`src/rtl/bit_manip_seq.sv`:
```
// Sequential bit-manipulation unit: SET/CLR/TGL plus iterative shift/rotate, owns Z/C/V/N flags.
// Latency: bit/illegal/zero-count ops -> done 1 cycle after accept; n-bit shifts -> done n+1 cycles after accept.
// Backpressure: single start/ready handshake; start is ignored while busy (ready low outside IDLE).
module bit_manip_seq #(
  parameter int WORD_SIZE = 8,
  parameter int AMT_W     = 3
) (
  input  logic                 clk,
  input  logic                 reset,
  input  logic                 start,
  input  logic [3:0]           op,
  input  logic [WORD_SIZE-1:0] operand,
  input  logic [AMT_W-1:0]     amt,
  input  logic                 flag_clr,
  output logic                 ready,
  output logic                 done,
  output logic [WORD_SIZE-1:0] result,
  output logic                 illegal,
  output logic                 zero_flag,
  output logic                 carry_flag,
  output logic                 overflow_flag,
  output logic                 negative_flag
);

  // FSM encoding
  localparam logic [1:0] ST_IDLE  = 2'd0;
  localparam logic [1:0] ST_SHIFT = 2'd1;
  localparam logic [1:0] ST_DONE  = 2'd2;

  // Operation codes
  localparam logic [3:0] OP_SET = 4'd0;
  localparam logic [3:0] OP_CLR = 4'd1;
  localparam logic [3:0] OP_TGL = 4'd2;
  localparam logic [3:0] OP_SHL = 4'd3;
  localparam logic [3:0] OP_SHR = 4'd4;
  localparam logic [3:0] OP_SAR = 4'd5;
  localparam logic [3:0] OP_ROL = 4'd6;
  localparam logic [3:0] OP_ROR = 4'd7;
  localparam logic [3:0] OP_RCL = 4'd8;
  localparam logic [3:0] OP_RCR = 4'd9;

  localparam int MSB = WORD_SIZE - 1;
  localparam logic [WORD_SIZE-1:0] ONE_W = {{(WORD_SIZE-1){1'b0}}, 1'b1};

  // State and latched request
  logic [1:0]           state_q, state_d;
  logic [3:0]           op_q, op_d;
  logic [WORD_SIZE-1:0] work_q, work_d;
  logic [AMT_W-1:0]     cnt_q, cnt_d;
  logic                 cwork_q, cwork_d;
  logic                 vwork_q, vwork_d;

  // Architectural outputs
  logic [WORD_SIZE-1:0] result_q, result_d;
  logic                 z_q, z_d;
  logic                 c_q, c_d;
  logic                 v_q, v_d;
  logic                 n_q, n_d;

  // Decode of the incoming request
  logic                 in_is_shift;
  logic                 in_is_illegal;
  logic [WORD_SIZE-1:0] bit_mask;
  logic [WORD_SIZE-1:0] bit_res;

  // One 1-bit step of the latched shift/rotate
  logic [WORD_SIZE-1:0] step_w;
  logic                 step_c;
  logic                 step_v;

  // DONE-entry update controls
  logic                 load_res;
  logic [WORD_SIZE-1:0] res_val;
  logic                 upd_zn;
  logic                 upd_cv;
  logic                 new_c;
  logic                 new_v;

  assign in_is_shift   = (op >= OP_SHL) && (op <= OP_RCR);
  assign in_is_illegal = (op > OP_RCR);

  // A position beyond the word shifts the mask out entirely, leaving the operand unchanged
  assign bit_mask = ONE_W << amt;

  // Immediate bit-op result
  always_comb begin
    bit_res = operand;
    case (op)
      OP_SET:  bit_res = operand | bit_mask;
      OP_CLR:  bit_res = operand & ~bit_mask;
      OP_TGL:  bit_res = operand ^ bit_mask;
      default: bit_res = operand;
    endcase
  end

  // Single-position shift/rotate step on the working word; RCL/RCR rotate through the working carry
  always_comb begin
    step_w = work_q;
    step_c = cwork_q;
    case (op_q)
      OP_SHL: begin
        step_w = {work_q[MSB-1:0], 1'b0};
        step_c = work_q[MSB];
      end
      OP_SHR: begin
        step_w = {1'b0, work_q[MSB:1]};
        step_c = work_q[0];
      end
      OP_SAR: begin
        step_w = {work_q[MSB], work_q[MSB:1]};
        step_c = work_q[0];
      end
      OP_ROL: begin
        step_w = {work_q[MSB-1:0], work_q[MSB]};
        step_c = work_q[MSB];
      end
      OP_ROR: begin
        step_w = {work_q[0], work_q[MSB:1]};
        step_c = work_q[0];
      end
      OP_RCL: begin
        step_w = {work_q[MSB-1:0], cwork_q};
        step_c = work_q[MSB];
      end
      OP_RCR: begin
        step_w = {cwork_q, work_q[MSB:1]};
        step_c = work_q[0];
      end
      default: begin
        step_w = work_q;
        step_c = cwork_q;
      end
    endcase
    // Sign change on this step; only meaningful for SHL
    step_v = step_w[MSB] ^ work_q[MSB];
  end

  // FSM next state, request latching and shift iteration
  always_comb begin
    state_d  = state_q;
    op_d     = op_q;
    work_d   = work_q;
    cnt_d    = cnt_q;
    cwork_d  = cwork_q;
    vwork_d  = vwork_q;
    load_res = 1'b0;
    res_val  = result_q;
    upd_zn   = 1'b0;
    upd_cv   = 1'b0;
    new_c    = c_q;
    new_v    = v_q;

    case (state_q)
      ST_IDLE: begin
        if (start) begin
          op_d    = op;
          work_d  = operand;
          cnt_d   = amt;
          cwork_d = c_q;
          vwork_d = 1'b0;
          if (in_is_shift && (amt != '0)) begin
            state_d = ST_SHIFT;
          end else begin
            // Bit ops, zero-count shifts and illegal codes complete without iterating
            state_d  = ST_DONE;
            load_res = 1'b1;
            res_val  = (in_is_shift || in_is_illegal) ? operand : bit_res;
            upd_zn   = !in_is_illegal;
          end
        end
      end

      ST_SHIFT: begin
        work_d  = step_w;
        cwork_d = step_c;
        vwork_d = vwork_q | ((op_q == OP_SHL) & step_v);
        cnt_d   = cnt_q - AMT_W'(1);
        if (cnt_q == AMT_W'(1)) begin
          state_d  = ST_DONE;
          load_res = 1'b1;
          res_val  = step_w;
          upd_zn   = 1'b1;
          upd_cv   = 1'b1;
          new_c    = step_c;
          new_v    = (op_q == OP_SHL) ? (vwork_q | step_v) : 1'b0;
        end
      end

      ST_DONE: begin
        state_d = ST_IDLE;
      end

      default: begin
        state_d = ST_IDLE;
      end
    endcase
  end

  // Result and flag next values; a coincident flag_clr overrides the DONE-entry flag update
  always_comb begin
    result_d = load_res ? res_val : result_q;
    z_d      = z_q;
    c_d      = c_q;
    v_d      = v_q;
    n_d      = n_q;
    if (upd_zn) begin
      z_d = (res_val == '0);
      n_d = res_val[MSB];
    end
    if (upd_cv) begin
      c_d = new_c;
      v_d = new_v;
    end
    if (flag_clr) begin
      z_d = 1'b0;
      c_d = 1'b0;
      v_d = 1'b0;
      n_d = 1'b0;
    end
  end

  // Control state registers; reset aborts any operation in flight
  always_ff @(posedge clk or posedge reset) begin
    if (reset) begin
      state_q <= ST_IDLE;
      op_q    <= '0;
      work_q  <= '0;
      cnt_q   <= '0;
      cwork_q <= 1'b0;
      vwork_q <= 1'b0;
    end else begin
      state_q <= state_d;
      op_q    <= op_d;
      work_q  <= work_d;
      cnt_q   <= cnt_d;
      cwork_q <= cwork_d;
      vwork_q <= vwork_d;
    end
  end

  // Architectural result and flag registers
  always_ff @(posedge clk or posedge reset) begin
    if (reset) begin
      result_q <= '0;
      z_q      <= 1'b0;
      c_q      <= 1'b0;
      v_q      <= 1'b0;
      n_q      <= 1'b0;
    end else begin
      result_q <= result_d;
      z_q      <= z_d;
      c_q      <= c_d;
      v_q      <= v_d;
      n_q      <= n_d;
    end
  end

  assign ready         = (state_q == ST_IDLE);
  assign done          = (state_q == ST_DONE);
  assign illegal       = done && (op_q > OP_RCR);
  assign result        = result_q;
  assign zero_flag     = z_q;
  assign carry_flag    = c_q;
  assign overflow_flag = v_q;
  assign negative_flag = n_q;

endmodule

```
`config.mk`:
```
export PLATFORM = sky130hd
export DESIGN_NAME = bit_manip_seq
export DESIGN_NICKNAME = d
export VERILOG_FILES = /design/src/rtl/bit_manip_seq.sv
export SDC_FILE = /design/constraint.sdc
export NUM_CORES = 1
export LEC_CHECK = 0
export CAP_MARGIN = 20
export CORE_MARGIN = 3
export CORE_UTILIZATION = 56
export DETAILED_ROUTE_END_ITERATION = 10
export GPL_TIMING_DRIVEN = 1
export PLACE_DENSITY = 0.77
export SYNTH_ARGS = -nofsm -noshare
export SYNTH_HDL_FRONTEND = slang
export SYNTH_SLANG_ARGS = --single-unit
```
`constraint.sdc`:
```
create_clock -name clk -period 2.8 [get_ports clk]
set_clock_uncertainty 0.05 [all_clocks]
set_input_delay 0.7 -clock clk [delete_from_list [all_inputs] [get_ports clk]]
set_output_delay 0.7 -clock clk [all_outputs]
set_load 0.01 [all_outputs]
```
* Word-level counts from Yosys, hierarchy flattened
Index checks and enable logic that the tools add are counted.
** Storage, ports and cells
- Flip-flop bits (word level) :: 31
- Bits of input ports :: 19
- Output and inout port bits :: 15
- Word-level logic and storage cells :: 100
** Operators by class
- $add $sub $neg :: 1
- Magnitude comparators :: 4
- Eq/ne operators :: 14
- Shifts and indexed selects :: 1
- Muxes and demuxes :: 41
- Bitwise logic cells :: 8
- Reduce and logical (&&, ||, !) cells :: 20
** Operator list (number)
- case mux 8 bit (7 select lines) :: 1
- two-way mux 8 bit :: 5
- case mux 8 bit (2 select lines) :: 2
- case mux 8 bit (3 select lines) :: 1
- two-way mux 1 bit :: 21
- == test 4 x 3 -> 1 bit (second input constant) :: 4
- case mux 1 bit (2 select lines) :: 5
- nonzero test 2 bit :: 5
- AND 8 bit :: 1
- == test 4 x 2 -> 1 bit (second input constant) :: 2
- == test 4 bit (second input constant) :: 2
- greater-than comparator 4 bit (second input constant) :: 2
- zero test 8 bit :: 1
- inverter 8 bit :: 1
- OR 8 bit :: 1
- left shift 1 x 3 -> 8 bit (first input constant) :: 1
- XOR 8 bit :: 1
- two-way mux 2 bit :: 3
- case mux 3 bit (2 select lines) :: 1
- AND reduction 2 bit :: 3
- == test 4 x 1 -> 1 bit (second input constant) :: 1
- greater-or-equal comparator 4 x 2 -> 1 bit (second input constant) :: 1
- <= comparator 4 bit (second input constant) :: 1
- zero test 4 bit :: 1
- other kinds (18) :: 22

* Longest topological paths before layout
- Word-level depth :: 11
- Depth in mapped cells :: 10

* Worst setup path before layout
OpenSTA, ideal clock, no wires.
- Kind :: input port to flip-flop
- Start point :: in amt[2]
- End point :: reg z_q (netlist: zero_flag)
- Arrival time :: 2325 ps
- Setup slack :: 334 ps
- Stages on the path :: 9
- Path buffers :: 1
- Path through :: buf_2 > or3_1 > ha_1 > nor4_1 > o21ai_0 > o221ai_1 > a41o_1 > nand4_1 > o31ai_2
** Between the ends
- Cells in the longest elaborated chain, start to end :: 11
- Elaborated cells on any way between the ends :: 19
- Classes of those cells :: 1 x shift; 10 x mux; 4 x bitwise; 4 x reduce/logical
** Ends and longest elaborated chain
- start, declared :: RTL line 13 : input logic [AMT_W-1:0] amt,
- left shift 1 x 3 -> 8 bit :: RTL line 83 : assign bit_mask = ONE_W << amt;
- inverter 8 bit :: RTL line 90 : OP_CLR: bit_res = operand & ~bit_mask;
- AND 8 bit :: RTL line 90
- case mux 8 bit (3 select lines) :: RTL line 88 : case (op)
- two-way mux 8 bit :: RTL line 167 : res_val = (in_is_shift || in_is_illegal) ? operand : bit_res;
- two-way mux 8 bit :: RTL line 161 : if (in_is_shift && (amt != '0)) begin
- two-way mux 8 bit :: RTL line 155 : if (start) begin
- case mux 8 bit (2 select lines) :: RTL line 153 : case (state_q)
- zero test 8 bit :: RTL line 207 : z_d = (res_val == '0);
- two-way mux 1 bit :: RTL line 206 : if (upd_zn) begin
- two-way mux 1 bit :: RTL line 214 : if (flag_clr) begin
- end signal, assigned :: RTL line 251 : z_q <= z_d;
- end, declared :: RTL line 55 : logic z_q, z_d;
Parallel ways exist; a longest one is shown, timed or not. The select of a mux whose other input is x is not followed.
A chain may end at the register's enable or synchronous reset.

* Worst setup path in the final report
- Start point :: in amt[0]
- End point :: reg z_q (netlist: zero_flag)
Same word-level chain as after synthesis.

==> run summary <==
Entering global routing, the biggest net connects 32 pins. Horizontal die dimension: 75.6 µm. The flow ran to the end, and the final reports show no timing, DRC or antenna violations.

In this design, the stage delay of the slowest critical-path cell is 0.47 ns. The per-cell via count in the routed design is 6.27. Post-CTS timing repair inserted 0 buffers for setup. The worst setup path is captured at a flop. The tools report the critical path startpoint category as an input port.

In this run, synthesis inferred 0 flip-flops with an integrated enable. The run gives 2.83 ns as the data arrival time of the critical path. For the starting density of the core, the log shows 60.2%.

The cell area after technology mapping was 2710 µm². The design draws 0.00303 W. The tightest hold path in the finished design has a slack of 0.447 ns. After layout, the worst setup slack is 0.105 ns. The total of endpoints with negative setup slack in the final report is 0, and the mean instance size in the synthesized netlist is 8.94 µm². The critical setup path kind was input port to flop. The count of distinct cell types in the synthesized netlist was 64; the post-route fraction of the period consumed by the critical path was 96.3%. After layout, the minimum clock period comes to 2.70 ns.

By area, the combinational part of the netlist is dominated by compound AO/OA/AOI/OAI gates. Final count of pins violating max slew: 0. The worst IR drop on VDD is 0.000505 V, and the top-level port count is 34. The required time of the critical path came out at 2.94 ns. Measured on the finished design, the core utilization comes to 73.8%. After detailed routing, the number of remaining DRC violations is 0. The remaining number of nets flagged by the antenna check after routing was 0. The run gives 340 as the number of nets in the synthesized netlist.

The most used flip-flop cell after synthesis is sky130_fd_sc_hd__dfrtp_1. At the later pin of the worst-skew pair, clock insertion delay measures 0.28 ns. The clock tree root driver cell is sky130_fd_sc_hd__clkbuf_8. TritonCTS built the clock tree. The number of antenna violations at the first check in global routing is 0. The number of antenna diodes in the final layout is 0. In the final layout, the share of cells above drive strength 1 is 18.3%. The run gives 3.30 mm as the met2 wire length. The weighted congestion reported at the end of routability-driven placement was 0.916.

Across the run, the number of max-cap violations was 0. The layout overhead on the synthesized area is 22.6%. The highest metal layer carrying signal wires in the routed design is met4. For this run, the number of Yosys warnings is 0. After synthesis, the most frequently instantiated cells are sky130_fd_sc_hd__dfrtp_1, sky130_fd_sc_hd__inv_1, sky130_fd_sc_hd__nor2_1.

For the total count of hold-check failures in the final report, the log shows 0. Derived from the worst setup path, the maximum achievable clock frequency is 0.371 GHz. The number of buffers on the longest clock path was 2.

After detailed routing, the wire length on met1 is 3.20 mm. Of the post-synthesis cell area, the dominant cell type holds 28.6%. The logs give 392 for the number of nets at the end of the flow and 7.08 mm for the final wirelength.

The normalized max-slew margin was 57.5%. Clock edge transition at the registers on the reported setup and hold paths: 0.06 ns. In the synthesized netlist, mux cells make up 3.09% of the area. The first-iteration detailed-routing DRC count was 441; the post-DP HPWL was 5.38 mm. Via count of the first global-routing pass: 2316.

For the layout filler cell count, the log shows 366. The region available for standard cell placement spans 4500 µm². Summing the sequential cell areas from Yosys gives 28.6% of the chip area. After synthesis, the cell types taking the most area are sky130_fd_sc_hd__dfrtp_1, sky130_fd_sc_hd__ha_1, sky130_fd_sc_hd__inv_1.

The number of hold buffers added after CTS was 0. The synthesized netlist devotes 0% of its cell area to XOR and XNOR gates. The synthesized-area fraction occupied by adder cells was 8.31%. The accumulated negative setup slack was 0 ns. Traced cell by cell, the critical path runs through clkdlybuf4s50_1 > inv_1 > or3_1 > ha_1 > nor4_1 > o21ai_0 > o221ai_1 > a41o_1 > nand4_1 > o31ai_2.

The number of levels the H-tree was split into is 2. The logs give 2550 for the count of vias placed by the detailed router and -0.177 ns for the post-placement worst setup slack. Worst min-delay path class: flop to flop. Setup repair after global routing left no endpoint under its margin. The sink count of the clock tree is 31. For the overflow left after global routing, the log shows 0. In this run the worst path has a maximum fanout of 2. For this run, the total global-route usage over all layers was measured as 26.8%.

The total of flip-flops plus latches after synthesis is 31. Dividing the detail-routed wire length by the instance count gives 17.4 µm. Power per standard cell area: 911 nW/µm². Synthesis produced a netlist whose cell count is 303. Summing the areas of all compound-gate instances in the mapped netlist gives 28.1% of the synthesized area. The die extent in y was 75.6 µm.

The first global-routing pass estimated 11.6 mm of wire. The fraction of the mapped netlist area in simple logic gates is 22.3%. Quantity of gates resized following cts: 0. Of all flip-flops after synthesis, the portion carrying an async set or reset was 100%. The library cell occupying the most area in the post-synthesis netlist was sky130_fd_sc_hd__dfrtp_1. Detailed-routing iteration count for the pre-antenna-repair pass: 5.

In this run the tool buffered the top-level ports with 33 buffer cells. After detailed routing, the met3 layer carries 412 µm of wire. Counting the buffers created by CTS gives 5. The analysis attributes to cell leakage a power of 1.46 nW. The pin slew with the least headroom to its limit works out to 0.636 ns. The full die area was 5710 µm². The slowest library cell on the worst path was sky130_fd_sc_hd__clkdlybuf4s50_1. The floorplan has 24 rows.
==> path summary, 6_finish.rpt <==
path	start	end	slack [ns]	cells past startpoint
setup / recovery	amt[0]	zero_flag	0.10	10
hold / removal	result[0]	result[0]	0.45	2
setup reg to reg	op_q[3]	zero_flag	0.57	6
hold reg to reg	result[0]	result[0]	0.45	2
max in group asynchronous	reset	result[0]	1.64	3
min in group asynchronous	reset	overflow_flag	0.75	3
==> flip-flops by register name, summed over array words and instances, names as in the netlist <==
| signal | count |
|---|---|
| vwork_q | 1 |
| cwork_q | 1 |
| op_q | 4 |
| negative_flag | 1 |
| overflow_flag | 1 |
| work_q | 8 |
| carry_flag | 1 |
| result | 8 |
| zero_flag | 1 |
| cnt_q | 3 |
| state_q | 2 |
==> cell type report <==
class | count | area (µm²) | area share (%)
clock inverter | 1 | 5.00 | 0.151
clock buffer | 6 | 82.6 | 2.48
inverter | 31 | 116 | 3.50
multi-input combinational | 218 | 1680 | 50.6
sequential | 31 | 776 | 23.3
timing repair buffer | 68 | 596 | 17.9
tap | 52 | 65.1 | 1.96
==> layout by cell type, fill, tap and decap left out, types with 7 or more instances in the layout <==
cell type	Yosys	routed
sky130_fd_sc_hd__o22a_1	7	7
sky130_fd_sc_hd__o221ai_1	7	7
sky130_fd_sc_hd__clkdlybuf4s50_1	0	32
sky130_fd_sc_hd__nor2b_1	11	11
sky130_fd_sc_hd__nand2_1	14	14
sky130_fd_sc_hd__buf_4	2	35
sky130_fd_sc_hd__ha_1	18	18
sky130_fd_sc_hd__nor2_1	20	20
sky130_fd_sc_hd__dfrtp_1	31	31
sky130_fd_sc_hd__a21oi_1	11	11
sky130_fd_sc_hd__o21ai_0	14	14
sky130_fd_sc_hd__nor4_1	8	8
sky130_fd_sc_hd__o22ai_1	13	13
sky130_fd_sc_hd__inv_1	31	31
==> critical path, delay by kind of cell <==
family          cells  cell delay [ns]
simple gates        3             0.74
compound gates      4             0.67
buf+inv             2             0.52
fa+ha+maj           1             0.20
==> per-layer routing <==
metal  GRT usage, %  up-vias
li1               -     1229
met1           38.3     1200
met2           41.6      103
met3           3.83       18
met4           9.13        0
met5              0        -
==> where the power goes <==
group,total (W),switching (W),internal [W],leakage [nW]
clock,0.000356,0.000164,0.000193,0.0470
combinational,0.00177,0.000914,0.000852,1.03
sequential,0.000907,0.000265,0.000642,0.383
total,0.00303,0.00134,0.00169,1.46
==> cells by family (layout without fill, tap and decap cells) <==
kind of cell               Yosys count  count (layout)
buffers and inverters               54             106
and+or+nand+nor                     92              92
muxes                                8               8
adders and majority gates           18              18
AOI/OAI and AO/OA                  100             100
DFF                                 31              31
==> stage by stage <==
stage,std cells,instance area [µm²]
after floorplan,303,2710
after detailed placement,400,3230
after global routing,407,3320
final,407,3320
after global placement,400,3230
after CTS,407,3310
No activity file was read; power rests on OpenSTA's default activity.
==> edit 1, RTL diff (same flow settings) <==
Register the output `negative_flag` once more, cleared by the reset; this adds one clock of latency there. The other outputs are not delayed to match.
--- a/src/rtl/bit_manip_seq.sv
+++ b/src/rtl/bit_manip_seq.sv
@@ -264,3 +264,9 @@
   assign overflow_flag = v_q;
-  assign negative_flag = n_q;
+  always_ff @(posedge clk or posedge reset) begin
+    if (reset) begin
+      negative_flag <= '0;
+    end else begin
+      negative_flag <= n_q;
+    end
+  end
 
Formal check against the unedited RTL: not equivalent (a bounded check fails within 4 cycles, from zero or initial values and one cycle with reset high).
==> edit 1 against the unedited design <==
- sequential cell count increased by 1
- via count increased by 5.7%
- critical path depth unchanged
- die area decreased by 3.3%
- register-to-register slack got worse by 80 ps
- worst setup slack improved by 23 ps
- final area increased by 4.1%
- power increased by 3.5%
- area after synthesis decreased by 3.6%
- wire length increased by 1.6%
- core utilization increased by 4.1 points
- first-iteration DRC count decreased by 38%
- critical path type unchanged
- largest power group unchanged
==> edit 1: results (changes against the unedited design) <==
\begin{tabular}{lr}
\hline
Metric & Value \\
\hline
\multicolumn{2}{l}{\textbf{Global route}} \\
Overall track demand over capacity in global routing & 28.2\% (+1.4 points) \\
Largest net degree at the start of global routing & 33 (+3.1\%) \\
First-pass GRT wire length & 11,900 um (+3.2\%) \\
Number of global-route vias before repair & 2,530 (+9.2\%) \\
\multicolumn{2}{l}{\textbf{Synthesis}} \\
Average instance area after synthesis & 8.40 um\^{}2 (-6.0\%) \\
Top cells by count, synth & dfrtp\_1 (32), o21ai\_0 (28), inv\_1 (27) \\
Synthesized netlist net count & 348 (+2.4\%) \\
Number of distinct library cells after synthesis & 59 (-7.8\%) \\
Most area-consuming cells after synthesis & dfrtp\_1 (31\%), ha\_1 (8.6\%), o21ai\_0 (5.4\%), inv\_1 (3.9\%), a22oi\_1 (3.4\%) \\
Part of the Yosys area used for sequential elements & 30.6\% (+2.0 points) \\
\multicolumn{2}{l}{\textbf{Pwr}} \\
Portion of total power attributed to combinational logic & 56.7\% (-1.6 points) \\
Sequential fraction of design power & 29.1\% (-0.8 points) \\
Power density over the cells & 906 nW/um\^{}2 (-0.61\%) \\
Proportion of total power due to net switching & 43.6\% (-0.78 points) \\
Static power due to leakage & 1.53 nW (+5.2\%) \\
Highest ir drop seen on vdd & 0.437 mV (-13\%) \\
\multicolumn{2}{l}{\textbf{Timing}} \\
Final hold slack & 331 ps (-116 ps) \\
Final period util & 95.5\% (-0.81 points) \\
Pin slew with the least headroom to its limit & 474 ps (-163 ps) \\
\multicolumn{2}{l}{\textbf{CTS}} \\
CTS max path bufs & 2 (unchanged) \\
Insertion delay to the later sink of the worst-skew pair & approximately 290 ps \\
\multicolumn{2}{l}{\textbf{Placement}} \\
Placed Cells & 428 (+7.0\%) \\
Final GP Congestion & 0.939 (+2.6\%) \\
Placement-stage worst setup slack & -607 ps (-430 ps) \\
Detailed placer's ending HPWL & 5660 um (+5.2\%) \\
\multicolumn{2}{l}{\textbf{Layout}} \\
Ratio of cells with drive above 1 in the final layout & 22.7\% (+4.3 points) \\
Number of nets in the final layout & 420 (+7.1\%) \\
\multicolumn{2}{l}{\textbf{Route}} \\
Via-to-Cell Ratio & 6.18 (-1.3\%) \\
Detailed-route wire length & 7190 um (+1.6\%) \\
Mean routed wirelength per cell & 16.5 um (-5.2\%) \\
First-iteration detailed-routing DRC count & 273 (-38\%) \\
Initial DRT Pass Iterations & 6 (+1) \\
\multicolumn{2}{l}{\textbf{Setup path}} \\
Max FO, Critical Path & 3 (+1) \\
Setup slack, reg-to-reg & 490 ps (-80 ps) \\
\multicolumn{2}{l}{\textbf{Status}} \\
Status & completed \\
\hline
\end{tabular}
-- edit 1: cell type report --
class                           instances  area, um^2
Tap cell                               52        65.1
Fill cell                             325         983
Multi-Input combinational cell        232        1660
Timing Repair Buffer                   85         726
Inverter                               27         101
Sequential cell                        32         801
Clock buffer                            5        68.8
Clock inverter                          3        42.5
-- edit 1: per-layer routing --
metal	GRT usage [%]	share of wire (%)	vias up
li1	-	-	1288
met1	38.4	43	1280
met2	45.9	49	106
met3	4.05	5.6	21
met4	10.3	2.8	0
met5	0	0	-
-- edit 1: path summary, 6_finish.rpt --
check	from	depth (start not counted)	endpoint
setup / recovery	amt[2]	10	zero_flag
hold reg to reg	n_q	0	negative_flag
max in group asynchronous	reset	3	vwork_q
setup reg to reg	op_q[1]	8	zero_flag
min in group asynchronous	reset	3	work_q[3]
hold / removal	n_q	0	negative_flag
-- edit 1: metrics by stage --
stage          TNS [ps]  cell area, um^2
3_5_place_dp      -1870             3320
5_1_grt               0             3460
4_1_cts               0             3460
3_3_place_gp      -1480             3320
2_1_floorplan         0             2630
6_report              0             3460
-- edit 1: what timing repair did --
action,CTS,global route
pin swaps,7,10
resized for setup,10,7
endpoints found under the setup margin,2,1
-- edit 1: kinds of logic after synthesis --
group / after synthesis / synth area share, %
AND/OR/NAND/NOR: 89 / 18.4
AO/OA/AOI/OAI: 118 / 31.5
buffers and inverters: 47 / 8.09
multiplexers: 6 / 2.44
adder cells (fa/ha/maj): 18 / 8.62
XOR/XNOR: 1 / 0.335
flip-flops: 32 / 30.6
-- edit 1: critical path, cell delays in order --
cell and delay, ps:
dlygate4sd2_1 220, inv_2 50, or3_4 350, ha_4 240
a211o_1 310, a31oi_2 160, a21oi_1 90, a211o_1 230
a211o_1 240, o31ai_2 230
==> edit 2, RTL diff (same flow settings) <==
Made on the original files. Set the parameter `WORD_SIZE` to 16 (it was 8).
--- a/src/rtl/bit_manip_seq.sv
+++ b/src/rtl/bit_manip_seq.sv
@@ -4,3 +4,3 @@
 module bit_manip_seq #(
-  parameter int WORD_SIZE = 8,
+  parameter int WORD_SIZE = 16,
   parameter int AMT_W     = 3
Ports: changed (resized operand and result); port bits go from 34 to 50. The function was not compared with the original's and may differ.
==> edit 2 against the unedited design <==
- global-route usage up 5.1 points
- sequential share of layout area up 0.80 points
- power up 66%
- sequential cell count up 16
- clock power up 53%
- worst setup slack worse by 9.8 ps
- synthesized cell count up 52%
- wire length up 72%
- area after synthesis up 44%
- final area up 47%
- first-iteration DRC count down 0.68%
- largest cell class unchanged
- largest power group unchanged
- highest routed layer unchanged
==> edit 2: results (changes against the unedited design) <==
\begin{tabular}{lr}
\hline
Metric & Value \\
\hline
\multicolumn{2}{l}{\textbf{Timing}} \\
Final hold slack & 441 ps (-5.96 ps) \\
Pin slew with the least headroom to its limit & 985 ps (+348 ps) \\
\multicolumn{2}{l}{\textbf{CTS}} \\
Insertion delay to the later sink of the worst-skew pair & 310 ps (+30 ps) \\
CTS max path bufs & 2 (unchanged) \\
\multicolumn{2}{l}{\textbf{Placement}} \\
Placement-stage worst setup slack & -499 ps (-323 ps) \\
Detailed placer's ending HPWL & 9010 um (+67\%) \\
Placed Cells & 612 (+53\%) \\
Buffers added on ports & 49 (+48\%) \\
Post-place instance area & 4710 um\^{}2 (+46\%) \\
\multicolumn{2}{l}{\textbf{Setup path}} \\
Setup slack, reg-to-reg & 170 ps (-400 ps) \\
Arrival time at the worst endpoint & 2890 ps (+60 ps) \\
Worst path top cell family by delay & compound AO/OA/AOI/OAI gates \\
Longest individual stage delay on the worst path & 450 ps (-20 ps) \\
Launching point of the worst reg2reg path & op\_q[0] \\
Max FO, Critical Path & 9 (+7) \\
\multicolumn{2}{l}{\textbf{Synthesis}} \\
Number of distinct library cells after synthesis & 65 (+1.6\%) \\
Top cells by count, synth & nand2\_1 (54), dfrtp\_1 (47), a21oi\_1 (40) \\
Most area-consuming cells after synthesis & dfrtp\_1 (30\%), ha\_1 (5.8\%), nand2\_1 (5.2\%), a21oi\_1 (5.1\%), a32oi\_1 (3.8\%) \\
Average instance area after synthesis & 8.43 um\^{}2 (-5.8\%) \\
Part of the Yosys area used for sequential elements & 30.2\% (+1.6 points) \\
\multicolumn{2}{l}{\textbf{Layout}} \\
Number of nets in the final layout & 589 (+50\%) \\
Ratio of cells with drive above 1 in the final layout & 19.3\% (+0.96 points) \\
Number of filler cells placed in the layout & 485 (+33\%) \\
\multicolumn{2}{l}{\textbf{Route}} \\
Via-to-Cell Ratio & 6.53 (+4.2\%) \\
First-iteration detailed-routing DRC count & 438 (-0.68\%) \\
Initial DRT Pass Iterations & 5 (unchanged) \\
Detailed-route wire length & 12,200 um (+72\%) \\
Mean routed wirelength per cell & 19.6 um (+13\%) \\
\multicolumn{2}{l}{\textbf{Min path}} \\
Endpoint of the worst hold path & cnt\_q[1] \\
Class of the tightest hold or removal check & reg2reg \\
Worst Hold Launch & cnt\_q[1] \\
\multicolumn{2}{l}{\textbf{Global route}} \\
Largest net degree at the start of global routing & 33 (+3.1\%) \\
Overall track demand over capacity in global routing & 31.9\% (+5.1 points) \\
Number of global-route vias before repair & 3,884 (+68\%) \\
First-pass GRT wire length & 19,600 um (+70\%) \\
\multicolumn{2}{l}{\textbf{Pwr}} \\
Static power due to leakage & 2.09 nW (+43\%) \\
Highest ir drop seen on vdd & 0.722 mV (+43\%) \\
\multicolumn{2}{l}{\textbf{Status}} \\
Status & completed \\
\hline
\end{tabular}
-- edit 2: cell types whose count changed after synthesis, moves of 13 or more --
cell and change:
a21oi_1 +29, o21ai_0 +13, a32oi_1 +17, dfrtp_1 +16, nand2_1 +40
-- edit 2: metal layers --
metal	global-route usage, %	share of wire, %
met5	0	0
met4	9.07	2.3
met3	7.56	10
met2	50.0	46
met1	44.0	42
-- edit 2: logic make-up (layout without fill, tap and decap cells) --
kind of cell	Yosys count	after routing	share of synthesized area, %
buf+inv	60	143	8.68
mux	22	22	6.01
compound gates	159	159	28.4
simple gates	155	155	20.7
xor+xnor	1	1	0.225
flops	47	47	30.2
fa+ha+maj	18	18	5.79
-- edit 2: through the flow --
stage | power (W) | setup TNS, ps
2_1_floorplan | 0.00330 | 0
3_3_place_gp | 0.00424 | -392
5_1_grt | 0.00533 | -3.90
4_1_cts | 0.00490 | 0
6_report | 0.00501 | 0
3_5_place_dp | 0.00433 | -550
-- edit 2: worst min-delay path: stages (launching register included) --
cell and delay, ps:
dfrtp_1 350, nand2_1 40, o21ai_0 60
-- edit 2: power by group through the flow --
stage                     Combinational, W  Clock (W)  Sequential (W)
final                              0.00302   0.000546         0.00144
after global routing               0.00327   0.000575         0.00148
after CTS                          0.00293   0.000550         0.00142
after detailed placement           0.00290          0         0.00143
after global placement             0.00283          0         0.00140
after floorplan                    0.00204          0         0.00125
-- edit 2: timing repair --
item / in CTS / in global routing
resized for setup: 7 / 7
buffers inserted: 0 / 2
pin swaps: 6 / 4
cloned: 0 / 0
setup endpoints to repair: 1 / 1
-- edit 2: layout make-up --
cell class / instances / area (um^2) / area share [%]
Multi-Input combinational cell: 355 / 2410 / 49.4
Sequential cell: 47 / 1180 / 24.1
Timing Repair Buffer: 114 / 993 / 20.4
Tap cell: 77 / 96.3 / 1.98
Clock buffer: 6 / 82.6 / 1.69
Inverter: 21 / 78.8 / 1.62
Clock inverter: 2 / 38.8 / 0.795
-- edit 2: how the worst max path moves through the flow --
stage	startpoint	endpoint	slack (ps)	depth (start not counted)
6_report	op[1]	zero_flag	90	9
5_1_grt	start	zero_flag	-4	10
4_1_cts	op[2]	zero_flag	50	9
3_5_place_dp	amt[2]	zero_flag	-500	10
3_3_place_gp	amt[2]	zero_flag	-390	10
2_1_floorplan	amt[0]	zero_flag	140	10
